===== src/rtl/uart_rx_pkg.sv =====
// uart_rx_pkg: shared UART receive types and constants
// Contents: FSM state encoding, parity type constants, supported prescale values,
// and a 3-input majority helper used by the bit sampler.
package uart_rx_pkg;
  typedef enum logic [2:0] {IDLE, START, DATA, PARITY, STOP} rx_state_e;
  localparam logic PARITY_EVEN = 1'b0;
  localparam logic PARITY_ODD  = 1'b1;
  localparam int PRESCALE_8  = 8;
  localparam int PRESCALE_16 = 16;
  localparam int PRESCALE_32 = 32;
  function automatic logic maj3(input logic a, input logic b, input logic c);
    return (a & b) | (a & c) | (b & c);
  endfunction
endpackage


===== src/rtl/uart_rx_data_sampling.sv =====
// uart_rx_data_sampling: 3-sample majority voter around the bit centre
// Ports:
//   clk_i, rst_ni   - oversampling clock, asynchronous active-low reset
//   rx_i            - serial line
//   prescale_i      - clock cycles per bit (latched for the current frame)
//   edge_cnt_i      - position within the current bit
//   sampled_bit_o   - majority of the samples at mid-1, mid, mid+1; valid from mid+2
module uart_rx_data_sampling
  import uart_rx_pkg::*;
#(
  parameter int PRESCALE_WIDTH = 6
) (
  input  logic                      clk_i,
  input  logic                      rst_ni,
  input  logic                      rx_i,
  input  logic [PRESCALE_WIDTH-1:0] prescale_i,
  input  logic [PRESCALE_WIDTH-1:0] edge_cnt_i,
  output logic                      sampled_bit_o
);
  localparam int PW = PRESCALE_WIDTH;
  logic [PW-1:0] mid;
  logic [1:0] smp_q, smp_d;
  logic bit_q, bit_d;
  always_comb begin
    mid      = prescale_i >> 1;
    smp_d    = smp_q;
    smp_d[0] = (edge_cnt_i == mid - PW'(1)) ? rx_i : smp_q[0];
    smp_d[1] = (edge_cnt_i == mid) ? rx_i : smp_q[1];
    // third sample is taken live and voted in the same cycle
    bit_d    = (edge_cnt_i == mid + PW'(1)) ? maj3(smp_q[0], smp_q[1], rx_i) : bit_q;
  end
  always_ff @(posedge clk_i or negedge rst_ni) begin
    if (!rst_ni) begin
      smp_q <= 2'b11;
      bit_q <= 1'b1;
    end else begin
      smp_q <= smp_d;
      bit_q <= bit_d;
    end
  end
  assign sampled_bit_o = bit_q;
endmodule


===== src/rtl/uart_rx.sv =====
// uart_rx: oversampled UART receiver with optional parity and stop-bit check
// Ports:
//   CLK, RST       - oversampling clock, asynchronous active-low reset
//   RX_IN          - serial line, idle high, already synchronised
//   Prescale       - CLK cycles per bit (8, 16 or 32), latched at frame start
//   parity_enable  - frame carries a parity bit (latched at frame start)
//   parity_type    - 0 even, 1 odd (latched at frame start)
//   P_DATA         - last good byte, held between frames
//   data_valid     - one-cycle pulse with a new good byte
//   parity_error   - one-cycle pulse on parity mismatch
//   stop_error     - one-cycle pulse when the stop bit samples low
module uart_rx
  import uart_rx_pkg::*;
#(
  parameter int DATA_WIDTH     = 8,
  parameter int PRESCALE_WIDTH = 6
) (
  input  logic                      CLK,
  input  logic                      RST,
  input  logic                      RX_IN,
  input  logic [PRESCALE_WIDTH-1:0] Prescale,
  input  logic                      parity_enable,
  input  logic                      parity_type,
  output logic [DATA_WIDTH-1:0]     P_DATA,
  output logic                      data_valid,
  output logic                      parity_error,
  output logic                      stop_error
);
  localparam int PW = PRESCALE_WIDTH;
  localparam int BW = $clog2(DATA_WIDTH + 3);
  rx_state_e state_q, state_d;
  logic [PW-1:0] edge_cnt_q, edge_cnt_d, prescale_q, prescale_d, half;
  logic [BW-1:0] bit_cnt_q, bit_cnt_d;
  logic [DATA_WIDTH-1:0] shift_q, shift_d, p_data_q, p_data_d;
  logic par_en_q, par_en_d, par_type_q, par_type_d, par_err_q, par_err_d;
  logic dv_q, dv_d, pe_q, pe_d, se_q, se_d;
  logic sampled_bit, bit_end;

  uart_rx_data_sampling #(.PRESCALE_WIDTH(PW)) u_sampling (
    .clk_i         (CLK),
    .rst_ni        (RST),
    .rx_i          (RX_IN),
    .prescale_i    (prescale_q),
    .edge_cnt_i    (edge_cnt_q),
    .sampled_bit_o (sampled_bit)
  );

  always_comb begin
    state_d    = state_q;
    edge_cnt_d = edge_cnt_q;
    bit_cnt_d  = bit_cnt_q;
    prescale_d = prescale_q;
    par_en_d   = par_en_q;
    par_type_d = par_type_q;
    par_err_d  = par_err_q;
    shift_d    = shift_q;
    p_data_d   = p_data_q;
    dv_d       = 1'b0;
    pe_d       = 1'b0;
    se_d       = 1'b0;
    half       = prescale_q >> 1;
    bit_end    = edge_cnt_q == prescale_q - PW'(1);
    if (state_q != IDLE) begin
      edge_cnt_d = bit_end ? '0 : edge_cnt_q + PW'(1);
      bit_cnt_d  = bit_end ? bit_cnt_q + BW'(1) : bit_cnt_q;
    end
    case (state_q)
      IDLE: if (!RX_IN) begin
        state_d    = START;
        edge_cnt_d = '0;
        bit_cnt_d  = '0;
        prescale_d = Prescale;
        par_en_d   = parity_enable;
        par_type_d = parity_type;
        par_err_d  = 1'b0;
      end
      START: if (bit_end) state_d = sampled_bit ? IDLE : DATA;
      DATA: if (bit_end) begin
        shift_d = {sampled_bit, shift_q[DATA_WIDTH-1:1]};
        if (bit_cnt_q == BW'(DATA_WIDTH)) state_d = par_en_q ? PARITY : STOP;
      end
      PARITY: if (bit_end) begin
        par_err_d = sampled_bit != (^shift_q ^ (par_type_q == PARITY_ODD));
        state_d   = STOP;
      end
      STOP: if (edge_cnt_q == half + PW'(2)) begin
        // leave half a bit early so a back-to-back start edge is not missed
        state_d    = IDLE;
        edge_cnt_d = '0;
        bit_cnt_d  = '0;
        se_d       = !sampled_bit;
        pe_d       = par_err_q;
        dv_d       = sampled_bit && !par_err_q;
        p_data_d   = (sampled_bit && !par_err_q) ? shift_q : p_data_q;
      end
      default: state_d = IDLE;
    endcase
  end

  always_ff @(posedge CLK or negedge RST) begin
    if (!RST) begin
      state_q    <= IDLE;
      edge_cnt_q <= '0;
      bit_cnt_q  <= '0;
      prescale_q <= PW'(PRESCALE_8);
      par_en_q   <= 1'b0;
      par_type_q <= 1'b0;
      par_err_q  <= 1'b0;
      shift_q    <= '0;
      p_data_q   <= '0;
      dv_q       <= 1'b0;
      pe_q       <= 1'b0;
      se_q       <= 1'b0;
    end else begin
      state_q    <= state_d;
      edge_cnt_q <= edge_cnt_d;
      bit_cnt_q  <= bit_cnt_d;
      prescale_q <= prescale_d;
      par_en_q   <= par_en_d;
      par_type_q <= par_type_d;
      par_err_q  <= par_err_d;
      shift_q    <= shift_d;
      p_data_q   <= p_data_d;
      dv_q       <= dv_d;
      pe_q       <= pe_d;
      se_q       <= se_d;
    end
  end

  assign P_DATA       = p_data_q;
  assign data_valid   = dv_q;
  assign parity_error = pe_q;
  assign stop_error   = se_q;
endmodule

===== config.mk =====
export PLATFORM = sky130hd
export DESIGN_NAME = uart_rx
export DESIGN_NICKNAME = d
export VERILOG_FILES = /design/src/rtl/uart_rx_pkg.sv /design/src/rtl/uart_rx_data_sampling.sv /design/src/rtl/uart_rx.sv
export SDC_FILE = /design/constraint.sdc
export NUM_CORES = 1
export LEC_CHECK = 0
export ABC_AREA = 1
export ABC_CLOCK_PERIOD_IN_PS = 2300
export CORE_ASPECT_RATIO = 1.1
export CORE_MARGIN = 4
export CORE_UTILIZATION = 50
export DETAILED_ROUTE_END_ITERATION = 12
export PLACE_DENSITY = 0.7
export SLEW_MARGIN = 15
export SYNTH_ARGS = -nofsm -noshare
export SYNTH_HDL_FRONTEND = slang
export SYNTH_SLANG_ARGS = --single-unit

===== constraint.sdc =====
create_clock -name CLK -period 2.3 [get_ports CLK]
set_input_delay 0.23 -clock CLK [delete_from_list [all_inputs] [get_ports CLK]]
set_output_delay 0.23 -clock CLK [all_outputs]
set_load 0.03 [all_outputs]

==> results of run 1 <==
[how the worst max path moves through the flow]
stage              endpoint  cells after the start           from
4_1_cts        bit_cnt_q[0]                     10  prescale_q[3]
2_1_floorplan     P_DATA[1]                     10  prescale_q[3]
5_1_grt          shift_q[4]                     14  prescale_q[1]
6_report       bit_cnt_q[0]                     10  prescale_q[3]
3_5_place_dp   bit_cnt_q[0]                     10  prescale_q[3]
3_3_place_gp   bit_cnt_q[0]                     10  prescale_q[3]
[logic make-up (layout without fill, tap and decap cells)]
kind of cell | count (synthesis) | count (layout)
adders and majority gates | 10 | 10
AOI/OAI and AO/OA | 38 | 38
and+or+nand+nor | 170 | 170
buffers and inverters | 66 | 95
xor gates and xnor gates | 29 | 29
muxes | 1 | 1
DFF | 44 | 44
[placed cells by master (no fill, tap or decap), types with 2 or more instances in the layout]
master | synthesis | final
nand2_1 | 88 | 88
buf_4 | 1 | 6
nor3_1 | 7 | 7
ha_1 | 10 | 10
o21ai_2 | 4 | 4
a21oi_2 | 3 | 3
clkbuf_8 | 0 | 6
inv_2 | 7 | 7
nor2_2 | 2 | 2
clkdlybuf4s50_1 | 0 | 20
dfrtp_1 | 40 | 40
o21ai_0 | 5 | 5
xor2_1 | 18 | 18
xnor2_1 | 11 | 11
nand4_1 | 3 | 3
nand2_4 | 2 | 2
nand2_2 | 3 | 3
dfstp_2 | 4 | 4
o21ai_1 | 12 | 12
inv_1 | 50 | 50
nand3_2 | 3 | 3
nand3_1 | 23 | 23
nor2_1 | 37 | 37
a21oi_1 | 11 | 11
[metrics by stage]
stage	util [%]	cell area (um2)	setup slack, ps	power (uW)
after detailed placement	56.6	3030	211	2990
after floorplan	-	2750	381	2580
after global placement	56.6	3030	247	2950
after global routing	59.1	3170	48.2	3920
final	59.1	3170	211	3590
after CTS	59.1	3170	193	3630
[per-layer routing]
layer  global-route usage (%)  part of all wire, %  vias to the layer above
met5                        0                    0                        -
met1                     24.0                   47                      986
li1                         -                    -                     1162
met4                     5.56                  1.2                        0
met2                     29.0                   49                       26
met3                     3.26                  2.6                        6
[final cells by class]
| type | instances | area [um2] | share of cell area [%] |
|---|---|---|---|
| Clock inverter | 2 | 38.8 | 1.23 |
| Clock buffer | 6 | 82.6 | 2.61 |
| Inverter | 59 | 229 | 7.23 |
| Multi-Input combinational cell | 248 | 1360 | 42.8 |
| Sequential cell | 44 | 1110 | 34.9 |
| Tap cell | 75 | 93.8 | 2.96 |
| Timing Repair Buffer | 28 | 260 | 8.22 |
[where the power goes]
part	internal, uW	total, uW	switching [uW]	leakage, uW
clock network	355	621	266	0.0000614
logic	683	1760	1080	0.00105
registers	981	1210	227	0.000571
total	2020	3590	1570	0.00168
[registers in the layout (all words and copies together) (netlist names)]
register and cells:
par_err_q 1, stop_error 1, data_valid 1, shift_q 8, P_DATA 8, parity_error 1
prescale_q 6, par_type_q 1, u_sampling.smp_q 2, edge_cnt_q 6, par_en_q 1, bit_cnt_q 4
u_sampling.sampled_bit_o 1, state_q 3
[worst max-delay path, delay by kind of cell, from the launching register on]
kind | cells | cell delay [ps]
AND/OR/NAND/NOR | 5 | 720
flip-flops | 1 | 610
adder cells (fa/ha/maj) | 1 | 280
buffers and inverters | 2 | 140
XOR/XNOR | 1 | 140
AO/OA/AOI/OAI | 1 | 80
==> impl_metrics.yaml, run 1 <==
die:
  dieHeight_um: 85.7
  die_area_um2: 6740
  start_util_pct: 51.2
  placementRows: 28
  io-pin-count: 22
  die_x_um: 78.7
  coreArea_um2: 5360
logic_synthesis:
  synthArstFlopShare_pct: 100
  synth_seq_cells: 44
  yosys_warnings: 0
  synth_ff_type: "dfrtp_1"
  synth_compound_area_share_pct: 8.20
  ys_seq_area_share_pct: 40.3
  syn_nets: 379
  synth_common_cells: "nand2_1 (88), inv_1 (50), dfrtp_1 (40), nor2_1 (37), nand3_1 (23)"
  synth-edff-count: 0
  synth-simple-area-share_pct: 26.9
  ys_types: 32
  yosys.area_share.adder_pct: 4.56
  yosysTopAreaCell: "dfrtp_1"
  yosysMostFrequentCell: "nand2_1"
  synth_area_per_cell_um2: 7.67
  synth_top_family_by_area: "simple AND/OR/NAND/NOR gates"
  synth_area_leaders: "dfrtp_1 (36%), nand2_1 (12%), inv_1 (6.8%)"
  synth_xor_area_share_pct: 9.25
  synth_area_um2: 2750
  synth_cells: 358
  synth.area.mux_share_pct: 0.410
  synth_top_cell_area_share_pct: 36.4
layout:
  antennaDiodeCount: 0
  finalNonFillerCells: 462
  layout-drive-gt1-share_pct: 12.4
  fillers: 520
  area_delta_synth_final_pct: 15.3
  nets: 407
sta:
  max_freq_mhz: 479
  finalHoldViolations: 0
  final.period_utilization_pct: 90.8
  relSlewSlack_pct: 74.5
  finalClockSkew_ps: 9.50
  grt_setup_unrepaired: "false"
  maxSlewViolCount: 0
  min_period_ps: 2090
  tns_ps: 0
  worst_pin_slew_ps: 383
  finalSetupViolCount: 0
  whs_ps: 355
critical_path:
  reg2reg_slack_ps: 210
  worstPathMaxFanout: 7
  endpoint_kind: "flip-flop"
  crit_top_cell: "nand2_1"
  reg2reg_depth: 10
  r2r-start: "prescale_q[3]"
  crit_type: "flip-flop to flip-flop"
  worst_path_max_delay_cell: "dfstp_2"
  path_cells: "inv_2, ha_1, xnor2_1, nand3_1, nor2_2, nand3_2, nand2_1, inv_1, nand2_1, o21ai_1"
  cpPeakStageDelay_ps: 610
  cp.arrival_ps: 2280
  rr_endpoint: "bit_cnt_q[0]"
  setup.worst_path.start_class: "flip-flop"
  cp.required_ps: 2500
drt:
  routedWlPerCell_um: 11.8
  wirelength_mm: 5.44
  drc: 0
  routed_via_density: 4.72
  postRouteAntennaNets: 0
  drtIter0Drc: 104
  vias: 2180
  first_pass_iters: 4
pwr:
  max-vdd-ir-drop_v: 0.000459
  p_per_area_nw_per_um2: 1130
  leakage_uw: 0.00168
clocking:
  cts-root-buf: "clkbuf_8"
  numCtsBuffers: 5
  post_cts_resized: 0
  clock_latency_ps: 300
  hold_buffers: 1
  clock_sinks: 44
  clkTransAtPathRegs_ps: 90
  cts_max_level: 2
  tritoncts: "built"
  clockBufferDepth: 2
  post_cts_buffers: 0
place:
  place_hpwl_mm: 4.27
  dp.cells: 453
  gp_congestion: 0.871
  io_buffers: 21
global_route:
  gr-total-overflow: 0
  grt_max_degree: 19
  grt_pass1_vias: 2076
  grt_util_all_layers_pct: 17.7
  grt_pass1_wl_mm: 9.46
  antenna_found_initial: 0
min_path:
  hp-class: "input pin to async pin"
run:
  maxCapViolCount: 0
run_status:
  status: "completed"
(Power assumes the default switching activity.)
==> inputs of run 2 (changes only) <==
--- a/config.mk
+++ b/config.mk
@@ -12,6 +12,7 @@
 export CORE_UTILIZATION = 50
 export DETAILED_ROUTE_END_ITERATION = 12
 export PLACE_DENSITY = 0.7
+export SETUP_SLACK_MARGIN = 0.3
 export SLEW_MARGIN = 15
 export SYNTH_ARGS = -nofsm -noshare
 export SYNTH_HDL_FRONTEND = slang
==> run 2 against run 1 <==
Worst hold slack better by 4.2 ps. Die area is the same. Sequential power is essentially flat. Sequential cell count did not move. Via count increased by 3.4%. Highest routed layer unchanged.
==> impl_metrics.yaml, run 2 (same netlist as run 1, synthesis figures left out) <==
run_status:
  status: "completed"
critical_path:
  setup.worst_path.start_class: "flip-flop"
  cp-startpoint: "prescale_q[3]"
  reg2reg_slack_ps: 380
  reg2reg_depth: 10
  cp.arrival_ps: 2100
  rr_endpoint: "state_q[0]"
  r2r-start: "prescale_q[3]"
  worstPathMaxFanout: 5
  endpoint_kind: "flip-flop"
  crit_type: "flip-flop to flip-flop"
  cp.required_ps: 2480
pwr:
  switching_share_pct: 44.5
  p_per_area_nw_per_um2: 1170
  p_sw_uw: 1770
  power.internal_uw: 2200
  clockPowerShare_pct: 15.6
  max-vdd-ir-drop_v: 0.000502
  leakage_uw: 0.00173
  p_seq_share_pct: 30.4
  pwr-share-comb_pct: 53.9
clocking:
  clock_sinks: 44
  cts_max_level: 2
  clkTransAtPathRegs_ps: 90
  clockBufferDepth: 2
  numCtsBuffers: 5
  cts-root-buf: "clkbuf_8"
  tritoncts: "built"
  clock_latency_ps: 300
sta:
  max_freq_mhz: 521
  final.period_utilization_pct: 83.4
  finalSetupViolCount: 0
  worst_pin_slew_ps: 379
  finalClockSkew_ps: 7.54
  maxSlewViolCount: 0
  min_period_ps: 1920
  tns_ps: 0
  finalHoldViolations: 0
  relSlewSlack_pct: 74.6
  grt_setup_unrepaired: "true"
die:
  die_x_um: 78.7
  io-pin-count: 22
  die_area_um2: 6740
  coreArea_um2: 5360
  placementRows: 28
  start_util_pct: 51.2
  dieHeight_um: 85.7
drt:
  vias: 2255
  drtIter0Drc: 87
  wirelength_mm: 5.79
  routed_via_density: 4.77
  postRouteAntennaNets: 0
  routedWlPerCell_um: 12.2
  drc: 0
  first_pass_iters: 5
layout:
  final_common_cell: "nand2_1"
  layout-drive-gt1-share_pct: 19.8
  nets: 418
  final_cell_mix: "nand2_1 (80), inv_1 (48), dfrtp_1 (40)"
  area_delta_synth_final_pct: 23.8
  finalNonFillerCells: 473
  antennaDiodeCount: 0
global_route:
  antenna_found_initial: 0
  grt_max_degree: 19
  grt_pass1_wl_mm: 9.54
  grt_pass1_vias: 2101
  grt_util_all_layers_pct: 17.9
  gr-total-overflow: 0
run:
  maxCapViolCount: 0
place:
  io_buffers: 21
  place_hpwl_mm: 4.27
  dp.cells: 453
  gp_congestion: 0.871
min_path:
  hp-class: "input pin to async pin"
## run 2: cell types whose count changed in the layout (fill, tap and decap cells not counted), sizes merged
cell   change
buf       +10
nand3      +1
## run 2: worst max path at each step
stage | to | slack [ps]
floorplan | P_DATA[1] | 380
global placement | bit_cnt_q[0] | 250
detailed placement | bit_cnt_q[0] | 210
CTS | bit_cnt_q[0] | 300
global route | state_q[0] | 270
finish | state_q[0] | 380
## run 2: what timing repair did
action                                  in CTS  in global routing
pin swaps                                    1                 12
gates cloned                                 0                  1
gates resized for setup                      4                 29
hold buffers                                 1                  0
hold endpoints to repair                    12                  0
endpoints found under the setup margin      19                 30
setup buffers                                2                  8
## run 2: critical path, stage by stage, from the launching register on
cell     delay, ps
dfstp_2        600
inv_4           60
ha_4           270
xnor2_2        110
nand3_2        110
nor2_4         220
nand2_2        100
nand2_4        100
nand3_4         90
nand2_1         70
o21ai_1         60
## run 2: power by group through the flow
stage / registers (uW) / clock network [uW] / logic (uW)
2_1_floorplan: 1140 / 0 / 1440
3_5_place_dp: 1220 / 0 / 1770
3_3_place_gp: 1210 / 0 / 1740
6_report: 1210 / 620 / 2140
5_1_grt: 1230 / 683 / 2390
4_1_cts: 1190 / 642 / 1850
## run 2: area by class of cell
class / count / area (um2)
clock inverters: 2 / 38.8
multi-input cells: 249 / 1510
clock buffers: 6 / 82.6
inverters: 59 / 236
repair buffers: 38 / 335
well taps: 75 / 93.8
flip-flops and latches: 44 / 1110
fillers: 476 / 1960
## run 2: per-layer routing
layer | wire (um) | global-route usage (%)
met4 | 55 | 5.56
met5 | 0 | 0
met1 | 2730 | 24.0
met2 | 2890 | 29.4
met3 | 114 | 3.26
## run 2: through the flow
stage	setup slack, ps	utilization [%]	hold WS, ps	cell area, um2	total power, uW
4_1_cts	301	59.7	359	3200	3680
2_1_floorplan	381	-	-65.6	2750	2580
3_5_place_dp	211	56.6	146	3030	2990
5_1_grt	273	63.4	357	3400	4310
3_3_place_gp	247	56.6	139	3030	2950
6_report	382	63.4	359	3400	3970
